[src/rtl/lsu_pkg.sv]
// Shared types for the load/store unit: funct3 encodings, FSM states and
// access-size helpers.
package lsu_pkg;

    typedef enum logic [2:0] {
        LSU_OP_B  = 3'd0,
        LSU_OP_H  = 3'd1,
        LSU_OP_W  = 3'd2,
        LSU_OP_BU = 3'd4,
        LSU_OP_HU = 3'd5
    } lsu_op_e;

    typedef enum logic [1:0] {
        ST_IDLE = 2'd0,
        ST_ACC0 = 2'd1,
        ST_ACC1 = 2'd2,
        ST_RESP = 2'd3
    } lsu_state_e;

    // Byte-enable pattern of an access, right-aligned (before lane shift).
    function automatic logic [3:0] lsu_size_mask(input logic [1:0] size_code);
        logic [3:0] mask;
        case (size_code)
            2'd0:    mask = 4'b0001;
            2'd1:    mask = 4'b0011;
            2'd2:    mask = 4'b1111;
            default: mask = 4'b0000;
        endcase
        return mask;
    endfunction

    function automatic logic [2:0] lsu_size_bytes(input logic [1:0] size_code);
        logic [2:0] nbytes;
        case (size_code)
            2'd0:    nbytes = 3'd1;
            2'd1:    nbytes = 3'd2;
            2'd2:    nbytes = 3'd4;
            default: nbytes = 3'd0;
        endcase
        return nbytes;
    endfunction

endpackage

[src/rtl/lsu_align.sv]
// Byte-lane datapath of the LSU: mask and store-data shifting for the first
// or second word of an access, load capture merge and final extension.
module lsu_align
    import lsu_pkg::*;
(
    input  logic [1:0]  off,
    input  logic [3:0]  szmask,
    input  logic        second,
    input  logic [31:0] wdata,
    input  logic [31:0] mem_rdata,
    input  logic [31:0] cap,
    input  logic [2:0]  funct3,
    output logic [3:0]  bmask,
    output logic [31:0] lane_wdata,
    output logic [31:0] cap_next,
    output logic [31:0] ext_data
);

    logic [7:0] mask_wide_s;
    logic [5:0] sh_lo_s;
    logic [5:0] sh_hi_s;

    // Lane shift amounts; the upper part of a crossing access lives in the second word.
    always_comb begin
        mask_wide_s = {4'b0000, szmask} << off;
        sh_lo_s     = {1'b0, off, 3'b000};
        sh_hi_s     = 6'd32 - sh_lo_s;
    end

    // Mask, store data and load merge for the current access word.
    always_comb begin
        if (second) begin
            bmask      = mask_wide_s[7:4];
            lane_wdata = wdata >> sh_hi_s;
            cap_next   = cap | (mem_rdata << sh_hi_s);
        end else begin
            bmask      = mask_wide_s[3:0];
            lane_wdata = wdata << sh_lo_s;
            cap_next   = mem_rdata >> sh_lo_s;
        end
    end

    // Truncate the merged capture to the access size and extend.
    always_comb begin
        case (funct3)
            LSU_OP_B:  ext_data = {{24{cap_next[7]}}, cap_next[7:0]};
            LSU_OP_H:  ext_data = {{16{cap_next[15]}}, cap_next[15:0]};
            LSU_OP_W:  ext_data = cap_next;
            LSU_OP_BU: ext_data = {24'h000000, cap_next[7:0]};
            LSU_OP_HU: ext_data = {16'h0000, cap_next[15:0]};
            default:   ext_data = 32'h0000_0000;
        endcase
    end

endmodule

[src/rtl/lsu.sv]
// Load/store unit in front of a byte-masked, asynchronously read data memory.
// Build option LSU_MISALIGN_SPLIT_EN: word-crossing accesses are split in two.
module lsu #(
    parameter int ADDR_W = 32
) (
    input  logic              i_clk,
    input  logic              i_reset,
    input  logic              i_req,
    input  logic              i_we,
    input  logic [2:0]        i_funct3,
    input  logic [ADDR_W-1:0] i_addr,
    input  logic [31:0]       i_wdata,
    output logic              o_ready,
    output logic              o_done,
    output logic              o_err,
    output logic [31:0]       o_rdata,
    output logic [ADDR_W-1:0] o_mem_addr,
    output logic [31:0]       o_mem_wdata,
    output logic [3:0]        o_mem_bmask,
    output logic              o_mem_wren,
    input  logic [31:0]       i_mem_rdata
);
    import lsu_pkg::*;

    localparam logic [ADDR_W-1:0] WORD_STRIDE = {{(ADDR_W-3){1'b0}}, 3'b100};

    lsu_state_e        state_r;
    lsu_state_e        state_next_s;
    logic              we_r;
    logic [2:0]        funct3_r;
    logic [ADDR_W-1:0] addr_r;
    logic [31:0]       wdata_r;
    logic [31:0]       cap_r;
    logic              ready_r;
    logic              done_r;
    logic              err_r;
    logic [31:0]       rdata_r;

    logic              f3_bad_s;
    logic              misalign_s;
    logic              req_err_s;
    logic              crossing_s;
    logic [ADDR_W-1:0] word_addr_s;
    logic [3:0]        bmask_s;
    logic [31:0]       lane_wdata_s;
    logic [31:0]       cap_next_s;
    logic [31:0]       ext_data_s;

    // Legality of the incoming request: funct3 encoding and alignment.
    always_comb begin
        case (i_funct3)
            LSU_OP_B, LSU_OP_H, LSU_OP_W: f3_bad_s = 1'b0;
            LSU_OP_BU, LSU_OP_HU:         f3_bad_s = i_we;
            default:                      f3_bad_s = 1'b1;
        endcase
`ifdef LSU_MISALIGN_SPLIT_EN
        misalign_s = 1'b0;
`else
        case (i_funct3[1:0])
            2'd1:    misalign_s = i_addr[0];
            2'd2:    misalign_s = |i_addr[1:0];
            default: misalign_s = 1'b0;
        endcase
`endif
        req_err_s = f3_bad_s | misalign_s;
    end

    // Whether the latched access spills into the following word.
    always_comb begin
`ifdef LSU_MISALIGN_SPLIT_EN
        crossing_s = (({1'b0, addr_r[1:0]} + lsu_size_bytes(funct3_r[1:0])) > 3'd4);
`else
        crossing_s = 1'b0;
`endif
        word_addr_s = {addr_r[ADDR_W-1:2], 2'b00};
    end

    lsu_align u_align (
        .off        (addr_r[1:0]),
        .szmask     (lsu_size_mask(funct3_r[1:0])),
        .second     (state_r == ST_ACC1),
        .wdata      (wdata_r),
        .mem_rdata  (i_mem_rdata),
        .cap        (cap_r),
        .funct3     (funct3_r),
        .bmask      (bmask_s),
        .lane_wdata (lane_wdata_s),
        .cap_next   (cap_next_s),
        .ext_data   (ext_data_s)
    );

    // FSM state register.
    always_ff @(posedge i_clk or negedge i_reset) begin
        if (!i_reset) begin
            state_r <= ST_IDLE;
        end else begin
            state_r <= state_next_s;
        end
    end

    // FSM next-state logic; rejected requests go straight to the response.
    always_comb begin
        state_next_s = state_r;
        case (state_r)
            ST_IDLE: begin
                if (i_req) begin
                    state_next_s = req_err_s ? ST_RESP : ST_ACC0;
                end else begin
                    state_next_s = ST_IDLE;
                end
            end
            ST_ACC0: state_next_s = crossing_s ? ST_ACC1 : ST_RESP;
            ST_ACC1: state_next_s = ST_RESP;
            ST_RESP: state_next_s = ST_IDLE;
            default: state_next_s = ST_IDLE;
        endcase
    end

    // FSM outputs toward memory; decoded from state so reset kills a write at once.
    always_comb begin
        o_mem_addr  = {ADDR_W{1'b0}};
        o_mem_wdata = 32'h0000_0000;
        o_mem_bmask = 4'b0000;
        o_mem_wren  = 1'b0;
        case (state_r)
            ST_ACC0: begin
                o_mem_addr  = word_addr_s;
                o_mem_wdata = lane_wdata_s;
                o_mem_bmask = bmask_s;
                o_mem_wren  = we_r;
            end
            ST_ACC1: begin
                o_mem_addr  = word_addr_s + WORD_STRIDE;
                o_mem_wdata = lane_wdata_s;
                o_mem_bmask = bmask_s;
                o_mem_wren  = we_r;
            end
            default: begin
                o_mem_addr  = {ADDR_W{1'b0}};
                o_mem_wdata = 32'h0000_0000;
                o_mem_bmask = 4'b0000;
                o_mem_wren  = 1'b0;
            end
        endcase
    end

    // Request latch on accept and load-capture accumulation during ACC cycles.
    always_ff @(posedge i_clk or negedge i_reset) begin
        if (!i_reset) begin
            we_r     <= 1'b0;
            funct3_r <= 3'd0;
            addr_r   <= {ADDR_W{1'b0}};
            wdata_r  <= 32'h0000_0000;
            cap_r    <= 32'h0000_0000;
        end else begin
            if ((state_r == ST_IDLE) && i_req) begin
                we_r     <= i_we;
                funct3_r <= i_funct3;
                addr_r   <= i_addr;
                wdata_r  <= i_wdata;
            end
            if (((state_r == ST_ACC0) || (state_r == ST_ACC1)) && !we_r) begin
                cap_r <= cap_next_s;
            end
        end
    end

    // Core-side response registers; load data is held until the next response.
    always_ff @(posedge i_clk or negedge i_reset) begin
        if (!i_reset) begin
            ready_r <= 1'b1;
            done_r  <= 1'b0;
            err_r   <= 1'b0;
            rdata_r <= 32'h0000_0000;
        end else begin
            ready_r <= (state_next_s == ST_IDLE);
            done_r  <= (state_next_s == ST_RESP);
            err_r   <= (state_r == ST_IDLE) && (state_next_s == ST_RESP);
            if (state_next_s == ST_RESP) begin
                rdata_r <= ((state_r == ST_IDLE) || we_r) ? 32'h0000_0000 : ext_data_s;
            end
        end
    end

    assign o_ready = ready_r;
    assign o_done  = done_r;
    assign o_err   = err_r;
    assign o_rdata = rdata_r;

endmodule

[config.mk]
export PLATFORM = sky130hd
export DESIGN_NAME = lsu
export DESIGN_NICKNAME = d
export VERILOG_FILES = /design/src/rtl/lsu_pkg.sv /design/src/rtl/lsu_align.sv /design/src/rtl/lsu.sv
export SDC_FILE = /design/constraint.sdc
export NUM_CORES = 1
export LEC_CHECK = 0
export CAP_MARGIN = 0
export CORE_MARGIN = 5
export CORE_UTILIZATION = 33
export CTS_BUF_LIST = sky130_fd_sc_hd__clkbuf_8
export DETAILED_ROUTE_END_ITERATION = 10
export PLACE_DENSITY = 0.61
export SYNTH_ARGS = -nofsm -noshare
export SYNTH_HDL_FRONTEND = slang
export SYNTH_HIERARCHICAL = 1
export SYNTH_SLANG_ARGS = --single-unit
[constraint.sdc]
create_clock -name i_clk -period 4.4 [get_ports i_clk]
set_input_delay 0.88 -clock i_clk [delete_from_list [all_inputs] [get_ports i_clk]]
set_output_delay 0.88 -clock i_clk [all_outputs]
set_load 0.005 [all_outputs]
==> results of run 1 <==
-- area by class of cell --
class | instances | share of cell area
multi-input cells | 803 | 0.462
flip-flops and latches | 137 | 0.274
repair buffers | 230 | 0.180
well taps | 390 | 0.0389
clock buffers | 18 | 0.0198
inverters | 51 | 0.0153
clock inverters | 14 | 0.00998
-- registers in the layout, indices dropped and copies added (netlist names) --
register / cells
addr_r: 32
cap_r: 32
funct3_r: 3
o_done: 1
o_err: 1
o_rdata: 32
o_ready: 1
state_r: 2
wdata_r: 32
we_r: 1
-- cells by family after synthesis --
kind of cell / count (synthesis) / synth area share
other: 1 / 0.000381
buffers and inverters: 143 / 0.0650
and+or+nand+nor: 328 / 0.167
adders and majority gates: 11 / 0.0140
AOI/OAI and AO/OA: 259 / 0.183
DFF: 137 / 0.349
muxes: 203 / 0.221
-- through the flow --
stage          utilization  instances  worst slack [ps]  hold slack [ps]
2_1_floorplan            -       1083               830              459
3_3_place_gp         0.411       1611               729              472
3_5_place_dp         0.411       1611               731              481
4_1_cts              0.424       1643               224              485
5_1_grt              0.424       1643              59.7              505
6_report             0.424       1643               254              442
-- repair_timing --
item | CTS | global route
setup buffers | 0 | 0
hold buffers | 0 | 0
endpoints found under the setup margin | 0 | 1
resized for setup | 0 | 1
-- worst max-delay path, stage by stage, from the launching register on --
cell and delay [ps]:
dfrtp_1 380, inv_1 80, ha_2 310, buf_4 250
or2_1 550, nor2_1 300, a32o_1 300, and2_1 180
clkdlybuf4s50_1 470
-- layout by cell type (no fill, tap or decap), drive strengths merged, types with 8 or more instances in the layout --
cell | Yosys | routed
nand3 | 24 | 24
nand4 | 10 | 10
buf | 51 | 27
mux2i | 87 | 87
inv | 50 | 54
a221o | 9 | 9
nand2 | 138 | 138
o21ai | 41 | 41
mux2 | 116 | 116
clkbuf | 41 | 18
nor3 | 10 | 10
nor2b | 15 | 15
dfrtp | 136 | 136
nor2 | 37 | 37
a21oi | 70 | 70
and2 | 56 | 56
a21boi | 8 | 8
ha | 11 | 11
and3 | 8 | 8
a22oi | 15 | 15
clkdlybuf4s50 | 0 | 203
o221ai | 15 | 15
o22ai | 27 | 27
a31oi | 12 | 12
-- where the power goes --
| part | switching, mW | internal (mW) |
|---|---|---|
| clock network | 0.548 | 0.464 |
| logic | 3.58 | 3.27 |
| registers | 0.573 | 1.83 |
| total | 4.70 | 5.57 |
-- layer usage --
metal / up-vias / part of all wire
met5: - / 0
li1: 4221 / -
met4: 0 / 0.019
met3: 46 / 0.058
met2: 319 / 0.47
met1: 4390 / 0.45
-- path summary, 6_finish.rpt --
check	to	slack [ps]	depth (start not counted)
min in group i_clk	cap_r[8]	500	1
max reg2reg	o_rdata[26]	860	11
max in group asynchronous	addr_r[29]	3100	2
max	o_mem_wdata[7]	250	8
min reg2reg	cap_r[8]	500	1
min	o_rdata[5]	440	1
==> flow_summary.yaml, run 1 <==
setup_path:
  crit_type: "flop to output port"
  cp-startpoint: "state_r[0]"
  start_kind: "flop"
  cp_data_arrival_time_ps: 3270
  cp-end-kind: "output port"
  r2r-start: "state_r[0]"
  worstPathMaxFanout: 14
  required_ps: 3520
detailed_routing:
  wl_per_cell_um: 19.8
  drt_wl_total_um: 32600
  vias: 8976
  antenna_left: 0
  drt_iter0_drc: 705
  firstDrtPassIters: 5
  viasPerCell: 5.46
  drc: 0
synthesis:
  synth_top_area_frac: 0.346
  ys_async_sr_fraction: 1.00
  synth_area_leaders: "dfrtp_1 (35%), mux2_2 (13%), mux2i_1 (8.9%)"
  post_synth_num_cell_types: 74
  mappedNetlistArea_um2: 9830
  yosys.area.top_type: "dfrtp_1"
  synth_edf_count: 0
  yosysMostFrequentCell: "nand2_1"
  ys_warn_count: 6
  synth_seq_area_share: 0.349
  synthTopCellsByCount: "nand2_1 (138), dfrtp_1 (136), mux2_2 (113), mux2i_1 (87), a21oi_1 (60)"
  synth_cells: 1082
  syn_avg_cell_area_um2: 9.09
  synth-seq-cells: 137
  yosys_most_used_dff: "dfrtp_1"
timing:
  relSlewSlack: 0.320
  clock_skew_ps: 16.5
  worst-slew-pin-transition_ps: 1020
  timing.setup.tns_ps: 0
  period_share: 0.942
  setup_viol: 0
  hold_viol: 0
  fin_crit_ps: 4150
  fmax_mhz: 241
  report.final.slew_viol_count: 0
  rsz0062_at_grt: "false"
final_layout:
  multiInputGateArea_um2: 5800
  regArea_um2: 3430
  final_cell_area_um2: 12500
  final_layout_size_suffix_gt1_frac: 0.160
  nFillCells: 2901
  fin_nets: 1354
  syn2layout_area_growth_pct: 27.5
  num_antenna_cells: 0
clock_network:
  cts_tree: "done"
  cts-root-buf: "clkbuf_8"
  cts_sinks: 137
  cts_inserted_buffers: 17
  cts_htree_levels: 4
  clk_latency_ps: 450
  clockBufferDepth: 2
  cts.reportedPaths.clkPinSlew_ps: 80
global_routing:
  grtUsageMet2: 0.309
  overflow: 0
  grt_pass1_wl_um: 51000
  grt_busiest_layer: "met2"
  antenna_found_initial: 0
  grtUsageTotal: 0.191
  grt_start_max_net_pins: 87
  grt_pass1_vias: 8911
  grt_util_met3: 0.0333
  grt_use_met1: 0.264
placed_design:
  placed_area_um2: 12200
  gp_congestion: 0.918
  hpwl_um: 23300
  port_buffers: 204
run:
  maxCapViolCount: 0
floorplanning:
  dieArea_um2: 33300
  die_w_um: 183
  io_pins: 207
  num_rows: 63
  core-area_um2: 29600
  die_h_um: 183
  start_util: 0.333
pwr:
  powerDensity_nw_per_um2: 820
  p_leak_nw: 5.15
  power.total_mw: 10.3
  ir_drop_mv: 0.366
run_status:
  status: "finished clean"
min_path:
  hold_path.class: "input port to asynchronous set/reset pin"
Power figures use the tool's default switching activity.
==> run 2, diff against run 1 <==
--- a/config.mk
+++ b/config.mk
@@ -10,8 +10,8 @@
 export CORE_UTILIZATION = 33
 export CTS_BUF_LIST = sky130_fd_sc_hd__clkbuf_8
 export DETAILED_ROUTE_END_ITERATION = 10
+export GPL_ROUTABILITY_DRIVEN = 1
 export PLACE_DENSITY = 0.61
 export SYNTH_ARGS = -nofsm -noshare
 export SYNTH_HDL_FRONTEND = slang
-export SYNTH_HIERARCHICAL = 1
 export SYNTH_SLANG_ARGS = --single-unit
==> flow_summary.yaml, run 2 <==
floorplanning:
  io_pins: 207
  dieArea_um2: 31600
  die_w_um: 178
  start_util: 0.334
  die_h_um: 178
  num_rows: 61
  core-area_um2: 27800
timing:
  fmax_mhz: 242
  worst-slew-pin-transition_ps: 1180
  hold_viol: 0
  timing.setup.tns_ps: 0
  layout_setup_ws_ps: 260
  report.final.slew_viol_count: 0
  period_share: 0.941
  rsz0062_at_grt: "false"
  relSlewSlack: 0.207
  clock_skew_ps: 16.8
  fin_crit_ps: 4140
  setup_viol: 0
synthesis:
  ys_async_sr_fraction: 1.00
  mappedNetlistArea_um2: 9270
  synth_top_area_frac: 0.367
  synth-seq-cells: 137
  yosys_most_used_dff: "dfrtp_1"
  yosys.area.top_type: "dfrtp_1"
  syn_avg_cell_area_um2: 9.17
  synth_area_leaders: "dfrtp_1 (37%), mux2_2 (10%), mux2i_1 (7.9%)"
  synth_seq_area_share: 0.370
  post_synth_num_cell_types: 65
  synth_edf_count: 0
  yosysMostFrequentCell: "dfrtp_1"
  synthTopCellsByCount: "dfrtp_1 (136), nand2_1 (94), o21ai_0 (90), mux2_2 (84), nor2_1 (77)"
  synth_cells: 1011
  ys_warn_count: 0
final_layout:
  final_common_cell: "clkdlybuf4s50_1"
  most-common-layout-cells: "clkdlybuf4s50_1 (203), dfrtp_1 (135), nand2_1 (92)"
  syn2layout_area_growth_pct: 29.4
  nFillCells: 2765
  num_antenna_cells: 0
  final_layout_size_suffix_gt1_frac: 0.133
  regArea_um2: 3430
  multiInputGateArea_um2: 5330
  fin_nets: 1294
pwr:
  p_leak_nw: 5.07
  ir_drop_mv: 0.377
  powerDensity_nw_per_um2: 825
  power.total_mw: 9.90
placed_design:
  hpwl_um: 22200
  gp_congestion: 0.933
  dp_slack_ps: 631
  port_buffers: 204
setup_path:
  cp_data_arrival_time_ps: 3260
  required_ps: 3520
  crit_type: "flop to output port"
  cp-end-kind: "output port"
  rrSetupSlack_ps: 1330
  worstPathMaxFanout: 17
  start_kind: "flop"
detailed_routing:
  drt_wl_total_um: 30600
  vias: 8512
  viasPerCell: 5.43
  drc: 0
  wl_per_cell_um: 19.5
  antenna_left: 0
  firstDrtPassIters: 5
  drt_iter0_drc: 734
clock_network:
  cts-root-buf: "clkbuf_8"
  cts_tree: "done"
  clockBufferDepth: 2
  cts.reportedPaths.clkPinSlew_ps: 70
  cts_sinks: 137
  cts_htree_levels: 4
  clk_latency_ps: 450
  cts_inserted_buffers: 17
global_routing:
  grtUsageTotal: 0.190
  antenna_found_initial: 1
  grt_start_max_net_pins: 87
  overflow: 0
  grt_pass1_vias: 8250
  grt_pass1_wl_um: 47300
min_path:
  hold_path.class: "flop to flop"
run:
  maxCapViolCount: 0
run_status:
  status: "finished clean"
[run 2: cells by family after synthesis]
family                   Yosys count  share of synthesized area
other                              1                   0.000404
AND/OR/NAND/NOR                  286                      0.151
adder cells (fa/ha/maj)           13                     0.0175
buffers and inverters            114                     0.0573
XOR/XNOR                           9                    0.00850
multiplexers                     157                      0.181
AO/OA/AOI/OAI                    294                      0.214
flip-flops                       137                      0.370
[run 2: area by class of cell]
class                   count  share of cell area
multi-input cells         761               0.444
flip-flops and latches    137               0.286
clock buffers              17              0.0195
inverters                  33              0.0103
clock inverters            13              0.0150
repair buffers            228               0.185
well taps                 378              0.0394
[run 2: timing repair]
action	4_1_cts	5_1_grt
gates resized for setup	0	3
hold buffers	0	0
setup endpoints to repair	0	8
setup buffers	0	0
[run 2: path summary, 6_finish.rpt]
path | start | to | cells past startpoint
min | cap_r[15] | cap_r[15] | 2
max | state_r[0] | o_mem_wdata[0] | 6
min in group asynchronous | i_reset | o_rdata[1] | 1
max reg2reg | addr_r[1] | o_rdata[30] | 8
max in group asynchronous | i_reset | o_ready | 2
min reg2reg | cap_r[15] | cap_r[15] | 2
[run 2: worst max-delay path: stages (launching register included)]
cell             delay, ps
dfrtp_1                380
inv_1                   90
ha_2                   380
nand2b_1               470
nand2_1                550
nor3_1                 390
clkdlybuf4s50_1        550
[run 2: stage by stage]
step	cell area [um^2]	cells	utilization	hold slack, ps
floorplan	9280	1012	-	450
detailed placement	11600	1537	0.417	471
global route	12000	1567	0.432	518
CTS	12000	1567	0.432	489
finish	12000	1567	0.432	482
global placement	11600	1537	0.417	465
[run 2: power by group]
part	leakage (nW)	internal (mW)	switching [mW]
registers	1.70	1.85	0.633
logic	3.16	2.94	3.34
clock network	0.209	0.609	0.522
[run 2: routing by layer]
metal / part of all wire / up-vias / GRT usage / routed length (um)
li1: - / 4023 / - / -
met1: 0.44 / 4122 / 0.254 / 13400
met2: 0.46 / 317 / 0.297 / 14000
met3: 0.082 / 48 / 0.0569 / 2510
met4: 0.021 / 2 / 0.0596 / 656
met5: 0.00036 / - / 0 / 11
==> run 3, diff against run 2 <==
--- a/config.mk
+++ b/config.mk
@@ -5,12 +5,12 @@
 export SDC_FILE = /design/constraint.sdc
 export NUM_CORES = 1
 export LEC_CHECK = 0
-export CAP_MARGIN = 0
 export CORE_MARGIN = 5
 export CORE_UTILIZATION = 33
 export CTS_BUF_LIST = sky130_fd_sc_hd__clkbuf_8
 export DETAILED_ROUTE_END_ITERATION = 10
 export GPL_ROUTABILITY_DRIVEN = 1
+export GPL_TIMING_DRIVEN = 1
 export PLACE_DENSITY = 0.61
 export SYNTH_ARGS = -nofsm -noshare
 export SYNTH_HDL_FRONTEND = slang
==> results of run 3 <==
Same layout as run 2: the final DEF is identical, and so are final timing and power.
